==> src/rtl/fifo_burst_drain_pkg.sv <==
// rtl/fifo_burst_drain_pkg.sv - shared types and helpers for the FIFO burst drain
package fifo_burst_pkg;

  typedef enum logic [1:0] {
    ST_IDLE,
    ST_CMD,
    ST_DATA
  } state_e;

  localparam int LEN_W   = 5;
  localparam int TIMER_W = 16;

  function automatic logic [31:0] beats_to_bytes(input logic [LEN_W-1:0] beats,
                                                 input int unsigned      bytes_per_beat);
    return 32'(beats) * 32'(bytes_per_beat);
  endfunction

endpackage

==> src/rtl/fifo_burst_drain_if.sv <==
// rtl/fifo_burst_drain_if.sv - FIFO read side, burst command and write data bundle
interface fifo_burst_drain_if #(
  parameter int DATA_WIDTH = 128,
  parameter int CNT_WIDTH  = 5,
  parameter int AW         = 32
);
  logic                  rd_ena;
  logic [DATA_WIDTH-1:0] rd_dat;
  logic                  rd_empty;
  logic [CNT_WIDTH-1:0]  rd_dat_cnt;
  logic                  flush;
  logic                  cmd_valid;
  logic                  cmd_ready;
  logic [AW-1:0]         cmd_addr;
  logic [4:0]            cmd_len;
  logic                  wd_valid;
  logic                  wd_ready;
  logic [DATA_WIDTH-1:0] wd_data;
  logic                  wd_last;
  logic                  busy;

  modport master (
    output rd_ena, cmd_valid, cmd_addr, cmd_len, wd_valid, wd_data, wd_last, busy,
    input  rd_dat, rd_empty, rd_dat_cnt, flush, cmd_ready, wd_ready
  );

  modport slave (
    input  rd_ena, cmd_valid, cmd_addr, cmd_len, wd_valid, wd_data, wd_last, busy,
    output rd_dat, rd_empty, rd_dat_cnt, flush, cmd_ready, wd_ready
  );
endinterface

==> src/rtl/fifo_burst_drain_skid_buf2.sv <==
// rtl/fifo_burst_drain_skid_buf2.sv - 2-entry fall-through valid/ready buffer
// Upstream has no ready: the producer limits itself using the count output.
module skid_buf2 #(
  parameter int W = 128
) (
  input  logic         clk,
  input  logic         rst,
  input  logic         in_valid,
  input  logic [W-1:0] in_data,
  output logic         out_valid,
  output logic [W-1:0] out_data,
  input  logic         out_ready,
  output logic [1:0]   count
);

  logic [W-1:0] r_mem [2];
  logic         r_head;
  logic         r_tail;
  logic [1:0]   r_count;

  logic w_empty;
  logic w_push;
  logic w_pop_mem;

  assign w_empty   = (r_count == 2'd0);
  assign out_valid = !w_empty || in_valid;
  assign out_data  = w_empty ? in_data : r_mem[r_head];
  assign count     = r_count;

  // An arriving word bypasses storage when the buffer is empty and the sink takes it now.
  assign w_push    = in_valid && !(w_empty && out_ready);
  assign w_pop_mem = out_ready && !w_empty;

  always_ff @(posedge clk) begin
    if (rst) begin
      r_head  <= 1'b0;
      r_tail  <= 1'b0;
      r_count <= 2'd0;
    end else begin
      if (w_push) begin
        r_mem[r_tail] <= in_data;
        r_tail        <= ~r_tail;
      end
      if (w_pop_mem) begin
        r_head <= ~r_head;
      end
      r_count <= r_count + {1'b0, w_push} - {1'b0, w_pop_mem};
    end
  end

endmodule

==> src/rtl/fifo_burst_drain.sv <==
// rtl/fifo_burst_drain.sv - drains the width-adapter FIFO into (addr, len) write bursts
module fifo_burst_drain
  import fifo_burst_pkg::*;
#(
  parameter int          DATA_WIDTH = 128,
  parameter int          CNT_WIDTH  = 5,
  parameter int unsigned BURST_LEN  = 4,
  parameter int          AW         = 32,
  parameter logic [AW-1:0] BASE_ADDR  = '0,
  parameter logic [AW:0]   ADDR_LIMIT = 'h10000,
  parameter int unsigned TIMEOUT    = 64
) (
  input logic               clk,
  input logic               rst,
  fifo_burst_drain_if.master bus
);

  localparam int unsigned  BYTES     = DATA_WIDTH / 8;
  localparam logic [AW:0]  LIMIT_END = {1'b0, BASE_ADDR} + ADDR_LIMIT;

  state_e                   r_state;
  state_e                   w_next;
  logic [AW-1:0]            r_addr;
  logic [LEN_W-1:0]         r_len;
  logic [LEN_W-1:0]         r_reads;
  logic [LEN_W-1:0]         r_beats;
  logic [TIMER_W-1:0]       r_timer;
  logic                     r_flush_pend;
  logic                     r_inflight;

  logic [LEN_W-1:0]         w_avail_len;
  logic                     w_full;
  logic                     w_timed_out;
  logic                     w_start;
  logic                     w_credit;
  logic                     w_rd_ena;
  logic                     w_skid_valid;
  logic [DATA_WIDTH-1:0]    w_skid_data;
  logic [1:0]               w_skid_cnt;
  logic                     w_in_data;
  logic                     w_wd_valid;
  logic                     w_wd_last;
  logic                     w_beat_hs;
  logic                     w_last_hs;
  logic [AW:0]              w_addr_sum;
  logic [AW-1:0]            w_next_addr;

  assign w_full      = 32'(bus.rd_dat_cnt) >= BURST_LEN;
  assign w_timed_out = (TIMEOUT != 0) && (32'(r_timer) == TIMEOUT);
  assign w_start     = (r_state == ST_IDLE) &&
                       (w_full || (!bus.rd_empty && (r_flush_pend || w_timed_out)));

  always_comb begin
    w_avail_len = LEN_W'(BURST_LEN);
    if (!w_full) begin
      w_avail_len = (bus.rd_dat_cnt == '0) ? LEN_W'(1) : LEN_W'(bus.rd_dat_cnt);
    end
  end

  // Outstanding reads plus buffered words never exceed the two skid slots.
  assign w_in_data = (r_state == ST_DATA);
  assign w_credit  = ({1'b0, w_skid_cnt} + {2'b00, r_inflight}) < 3'd2;
  assign w_rd_ena  = w_in_data && !bus.rd_empty && (r_reads < r_len) && w_credit;

  assign w_wd_valid = w_in_data && w_skid_valid;
  assign w_wd_last  = w_wd_valid && (r_beats == r_len - LEN_W'(1));
  assign w_beat_hs  = w_wd_valid && bus.wd_ready;
  assign w_last_hs  = w_beat_hs && w_wd_last;

  assign w_addr_sum  = {1'b0, r_addr} + (AW+1)'(beats_to_bytes(r_len, BYTES));
  assign w_next_addr = (w_addr_sum >= LIMIT_END) ? BASE_ADDR : w_addr_sum[AW-1:0];

  skid_buf2 #(
    .W(DATA_WIDTH)
  ) u_skid (
    .clk       (clk),
    .rst       (rst),
    .in_valid  (r_inflight),
    .in_data   (bus.rd_dat),
    .out_valid (w_skid_valid),
    .out_data  (w_skid_data),
    .out_ready (bus.wd_ready && w_in_data),
    .count     (w_skid_cnt)
  );

  always_ff @(posedge clk) begin
    if (rst) begin
      r_state <= ST_IDLE;
    end else begin
      r_state <= w_next;
    end
  end

  always_comb begin
    w_next        = r_state;
    bus.cmd_valid = 1'b0;
    case (r_state)
      ST_IDLE: begin
        if (w_start) begin
          w_next = ST_CMD;
        end
      end
      ST_CMD: begin
        bus.cmd_valid = 1'b1;
        if (bus.cmd_ready) begin
          w_next = ST_DATA;
        end
      end
      ST_DATA: begin
        if (w_last_hs) begin
          w_next = ST_IDLE;
        end
      end
      default: w_next = ST_IDLE;
    endcase
  end

  always_ff @(posedge clk) begin
    if (rst) begin
      r_addr       <= BASE_ADDR;
      r_len        <= LEN_W'(1);
      r_reads      <= '0;
      r_beats      <= '0;
      r_timer      <= '0;
      r_flush_pend <= 1'b0;
      r_inflight   <= 1'b0;
    end else begin
      r_inflight <= w_rd_ena;

      if (w_start) begin
        r_len   <= w_avail_len;
        r_reads <= '0;
        r_beats <= '0;
      end else begin
        if (w_rd_ena) begin
          r_reads <= r_reads + LEN_W'(1);
        end
        if (w_beat_hs) begin
          r_beats <= r_beats + LEN_W'(1);
        end
      end

      if (w_last_hs) begin
        r_addr <= w_next_addr;
      end

      if (w_start || (r_state == ST_IDLE && bus.rd_empty)) begin
        r_timer <= '0;
      end else if (r_state == ST_IDLE && 32'(r_timer) < TIMEOUT) begin
        r_timer <= r_timer + TIMER_W'(1);
      end

      // A new pulse wins over the empty-FIFO clear so back-to-back flushes extend the drain.
      if (bus.flush) begin
        r_flush_pend <= 1'b1;
      end else if (r_state == ST_IDLE && bus.rd_empty) begin
        r_flush_pend <= 1'b0;
      end
    end
  end

  assign bus.rd_ena   = w_rd_ena;
  assign bus.cmd_addr = r_addr;
  assign bus.cmd_len  = r_len;
  assign bus.wd_valid = w_wd_valid;
  assign bus.wd_data  = w_skid_data;
  assign bus.wd_last  = w_wd_last;
  assign bus.busy     = (r_state != ST_IDLE) || r_flush_pend;

endmodule

==> src/flat_wrapper.sv <==
// flat-port wrapper written by rule: the top's interface ports become plain ports
module fifo_burst_drain_flat import fifo_burst_pkg::*;
#(
  parameter int          DATA_WIDTH = 128,
  parameter int          CNT_WIDTH  = 5,
  parameter int unsigned BURST_LEN  = 4,
  parameter int          AW         = 32,
  parameter logic [AW-1:0] BASE_ADDR  = '0,
  parameter logic [AW:0]   ADDR_LIMIT = 'h10000,
  parameter int unsigned TIMEOUT    = 64
)
  (clk, rst, bus_rd_ena, bus_cmd_valid, bus_cmd_addr, bus_cmd_len, bus_wd_valid, bus_wd_data, bus_wd_last, bus_busy, bus_rd_dat, bus_rd_empty, bus_rd_dat_cnt, bus_flush, bus_cmd_ready, bus_wd_ready);
  fifo_burst_drain_if #(.DATA_WIDTH(DATA_WIDTH), .CNT_WIDTH(CNT_WIDTH), .AW(AW)) bus_i ();
  input logic clk;
  input logic rst;
  output wire logic [$bits(bus_i.rd_ena)-1:0] bus_rd_ena;
  output wire logic [$bits(bus_i.cmd_valid)-1:0] bus_cmd_valid;
  output wire logic [$bits(bus_i.cmd_addr)-1:0] bus_cmd_addr;
  output wire logic [$bits(bus_i.cmd_len)-1:0] bus_cmd_len;
  output wire logic [$bits(bus_i.wd_valid)-1:0] bus_wd_valid;
  output wire logic [$bits(bus_i.wd_data)-1:0] bus_wd_data;
  output wire logic [$bits(bus_i.wd_last)-1:0] bus_wd_last;
  output wire logic [$bits(bus_i.busy)-1:0] bus_busy;
  input wire logic [$bits(bus_i.rd_dat)-1:0] bus_rd_dat;
  input wire logic [$bits(bus_i.rd_empty)-1:0] bus_rd_empty;
  input wire logic [$bits(bus_i.rd_dat_cnt)-1:0] bus_rd_dat_cnt;
  input wire logic [$bits(bus_i.flush)-1:0] bus_flush;
  input wire logic [$bits(bus_i.cmd_ready)-1:0] bus_cmd_ready;
  input wire logic [$bits(bus_i.wd_ready)-1:0] bus_wd_ready;
  assign bus_rd_ena = bus_i.rd_ena;
  assign bus_cmd_valid = bus_i.cmd_valid;
  assign bus_cmd_addr = bus_i.cmd_addr;
  assign bus_cmd_len = bus_i.cmd_len;
  assign bus_wd_valid = bus_i.wd_valid;
  assign bus_wd_data = bus_i.wd_data;
  assign bus_wd_last = bus_i.wd_last;
  assign bus_busy = bus_i.busy;
  assign bus_i.rd_dat = bus_rd_dat;
  assign bus_i.rd_empty = bus_rd_empty;
  assign bus_i.rd_dat_cnt = bus_rd_dat_cnt;
  assign bus_i.flush = bus_flush;
  assign bus_i.cmd_ready = bus_cmd_ready;
  assign bus_i.wd_ready = bus_wd_ready;
  fifo_burst_drain #(.DATA_WIDTH(DATA_WIDTH), .CNT_WIDTH(CNT_WIDTH), .BURST_LEN(BURST_LEN), .AW(AW), .BASE_ADDR(BASE_ADDR), .ADDR_LIMIT(ADDR_LIMIT), .TIMEOUT(TIMEOUT)) u_core (.clk(clk), .rst(rst), .bus(bus_i));
endmodule
==> config.mk <==
export PLATFORM = sky130hd
export DESIGN_NAME = fifo_burst_drain_flat
export DESIGN_NICKNAME = d
export VERILOG_FILES = /design/src/rtl/fifo_burst_drain_pkg.sv /design/src/rtl/fifo_burst_drain_if.sv /design/src/rtl/fifo_burst_drain_skid_buf2.sv /design/src/rtl/fifo_burst_drain.sv /design/src/flat_wrapper.sv
export SDC_FILE = /design/constraint.sdc
export NUM_CORES = 1
export LEC_CHECK = 0
export BUFFER_PORTS_ARGS = -buffer_cell sky130_fd_sc_hd__clkbuf_2
export CAP_MARGIN = 0
export CORE_UTILIZATION = 32
export DETAILED_ROUTE_END_ITERATION = 12
export GPL_ROUTABILITY_DRIVEN = 0
export PLACE_DENSITY_LB_ADDON = 0.05
export SYNTH_ARGS = -nofsm -noshare
export SYNTH_HDL_FRONTEND = slang
export SYNTH_SLANG_ARGS = --single-unit
==> constraint.sdc <==
create_clock -name clk -period 17.7 [get_ports clk]
set_clock_uncertainty 0.2 [all_clocks]
set_input_delay 3.54 -clock clk [delete_from_list [all_inputs] [get_ports clk]]
set_output_delay 3.54 -clock clk [all_outputs]
set_load 0.03 [all_outputs]
==> results.json <==
{
  "fillers": 4159,
  "r2r_cells": 8,
  "status": "finished, final reports clean",
  "dp_hpwl_um": 21790,
  "clk_latency_ns": 0.54,
  "vias_per_cell": 4.664,
  "grt_use_total_pct": 15.40,
  "rr_endpoint": "u_core.bus.cmd_addr[13]",
  "synth.area.top_cells": "edfxtp_1 56%, mux2i_1 9.9%, dfxtp_1 9.9%",
  "final_cell_mix": "304 x clkbuf_2, 256 x edfxtp_1, 168 x nor2_1",
  "ctsResizeCount": 0,
  "dieArea_um2": 43920,
  "synth-edff-count": 256,
  "final_nets": 1540,
  "die_h_um": 209.6,
  "synth_cell_type_count": 56,
  "syn_to_final_growth_pct": 24.16,
  "fmax_ghz": 0.1196,
  "vdd_drop_max_mv": 0.05464,
  "start_util_pct": 32.65,
  "post_cts_buffers": 0,
  "die_x_um": 209.6,
  "final-instance-count-excl-fill": 1954,
  "numPortBuffers": 304,
  "grt_pass1_wl_um": 51850,
  "cts_sinks": 324,
  "netlist_instances": 1085,
  "yosysWarningCount": 0,
  "drv_slew": 0,
  "final_common_cell": "clkbuf_2",
  "synth.avg_cell_area_um2": 12.71,
  "hold_viol": 0,
  "worstHoldStart": "u_core.r_timer[9]",
  "worst-path-max-fanout": 8,
  "first_global_vias": 8773,
  "cp-end-kind": "primary output",
  "rows": 75,
  "drive_above_1_share_pct": 27.44,
  "drtAntennaViolNets": 0,
  "cts_tree": "built",
  "drtIter0Drc": 406,
  "cts_htree_levels": 2,
  "grt_max_degree": 94,
  "dr_total_vias": 9113,
  "place_inst": 1882,
  "arrival_ns": 4.62,
  "hold_class": "flop to flop",
  "crit_required_ns": 13.96,
  "synth_top_area_share_pct": 55.76,
  "crit_type": "input pin to primary output",
  "fin_crit_sh_pct": 47.26,
  "max-slew-margin-rel_pct": 26.19,
  "fin_tns_setup_ns": 0,
  "wl_per_cell_um": 17.47,
  "overflow": 0,
  "drtPass1Iterations": 4,
  "clkTransAtPathRegs_ns": 0.05,
  "ys_seq_area_share_pct": 65.64,
  "yosysTopAreaCell": "edfxtp_1",
  "core_um2": 42230,
  "clock_path_buffers": 3,
  "cts_hold_buf": 0,
  "ff2ff_setup_slack_ns": 13.97,
  "crit_path_start_kind": "input pin",
  "cts_buffers": 39,
  "hold-path-endpoint": "u_core.r_timer[9]",
  "timing.critical_path.from": "bus_rd_empty",
  "synth_area_um2": 13790,
  "finalSetupViolCount": 0,
  "p_per_area_nw_per_um2": 103.3,
  "ys_ff_latch": 324,
  "remaining_drc_errors": 0,
  "ys_dominant_reg_cell": "edfxtp_1",
  "fin_crit_ns": 8.364,
  "synthArstFlopShare_pct": 0,
  "hold_depth": 1,
  "antenna_found_initial": 2,
  "rsz0062_at_grt": "false",
  "routed_wl_um": 34150,
  "io_pins": 309,
  "power_mw": 1.767,
  "maxCapViolations": 0,
  "clock-root-buffer": "clkbuf_16",
  "p_leak_nw": 6.261,
  "reg2reg_from": "u_core.bus.cmd_len[2]",
  "worstMarginPinSlew_ns": 1.105
}
==> synth_stat cells (all sizes together), types with 2 or more instances <==
cell type / instances
edfxtp: 256
nor2: 168
a21oi: 146
mux2i: 137
dfxtp: 68
clkbuf: 34
nand2: 28
and2: 26
buf: 25
inv: 19
xnor2: 18
ha: 16
nand4: 16
nand3: 13
nor3: 11
xor2: 11
nor4: 10
o21ai: 9
nor2b: 6
or3: 6
a211oi: 5
a21o: 5
a22oi: 5
nand2b: 5
nor3b: 4
a31oi: 3
and3: 3
o2111ai: 3
o211ai: 3
o21a: 3
o21bai: 3
or4: 3
a211o: 2
and2b: 2
and3b: 2
==> critical path, stage by stage <==
cell      delay, ns
clkbuf_2       0.12
nor4_1         0.34
o21a_1         0.35
clkbuf_2       0.28
==> per-layer routing <==
layer  global-route usage, %  share of wire, %  vias to the layer above  wire length (um)
li1                        -                 -                     4585                 -
met3                   3.861               5.2                       60              1774
met2                   24.09                46                      212             15620
met5                       0             0.038                        -                13
met1                   20.82                47                     4254             15880
met4                   5.210               2.5                        2               855
==> kinds of logic (layout without fill, tap and decap cells) <==
logic type,Yosys count,count (layout),synth area share [%]
flip-flops,324,324,65.64
AND/OR/NAND/NOR,305,305,10.56
other,1,5,0.02720
adder cells (fa/ha/maj),17,17,1.597
AO/OA/AOI/OAI,194,194,7.942
XOR/XNOR,29,29,1.842
multiplexers,137,137,9.947
buffers and inverters,78,404,2.441
==> worst max path at each step <==
stage                                end  slack (ns)  cells after the start
2_1_floorplan  u_core.u_skid.r_mem[1][0]        3.62                      3
3_3_place_gp                  bus_rd_ena        9.33                      4
3_5_place_dp                  bus_rd_ena        9.32                      4
4_1_cts                       bus_rd_ena        9.32                      4
5_1_grt                       bus_rd_ena        9.25                      4
6_report                      bus_rd_ena        9.34                      4
==> power by group <==
group,leakage (nW),internal [mW],switching (mW)
Combinational,2.77,0.0415,0.0951
Sequential,2.85,0.824,0.00503
Clock,0.644,0.491,0.311
Total,6.26,1.36,0.411
==> state kept, by name (all words and copies together) (netlist names), 2 cells and up, named ones only <==
signal / flops
u_core.bus.cmd_addr: 28
u_core.bus.cmd_len: 5
u_core.r_beats: 5
u_core.r_reads: 5
u_core.r_state: 2
u_core.r_timer: 16
u_core.u_skid.count: 2
u_core.u_skid.r_mem: 256
==> metrics by stage <==
stage / hold WS, ns / util, % / instance area (um^2) / setup WS [ns]
final: 0.2580 / 40.53 / 17120 / 9.336
after global routing: 0.2810 / 40.53 / 17120 / 9.251
after CTS: 0.2620 / 40.53 / 17110 / 9.322
after detailed placement: 0.2464 / 37.46 / 15820 / 9.321
after global placement: 0.2444 / 37.46 / 15820 / 9.334
after floorplan: 0.2302 / - / 13800 / 3.623
==> layout make-up <==
class	instances	area (um^2)	share of cell area, %
clock inverter	20	209.0	1.221
multi-input combinational	686	4424	25.85
timing repair buffer	314	1597	9.327
sequential	324	9052	52.89
antenna	1	2.502	0.01462
tap	539	674.4	3.940
clock buffer	51	1086	6.345
inverter	19	71.32	0.4167
Power figures use the tool's default switching activity.
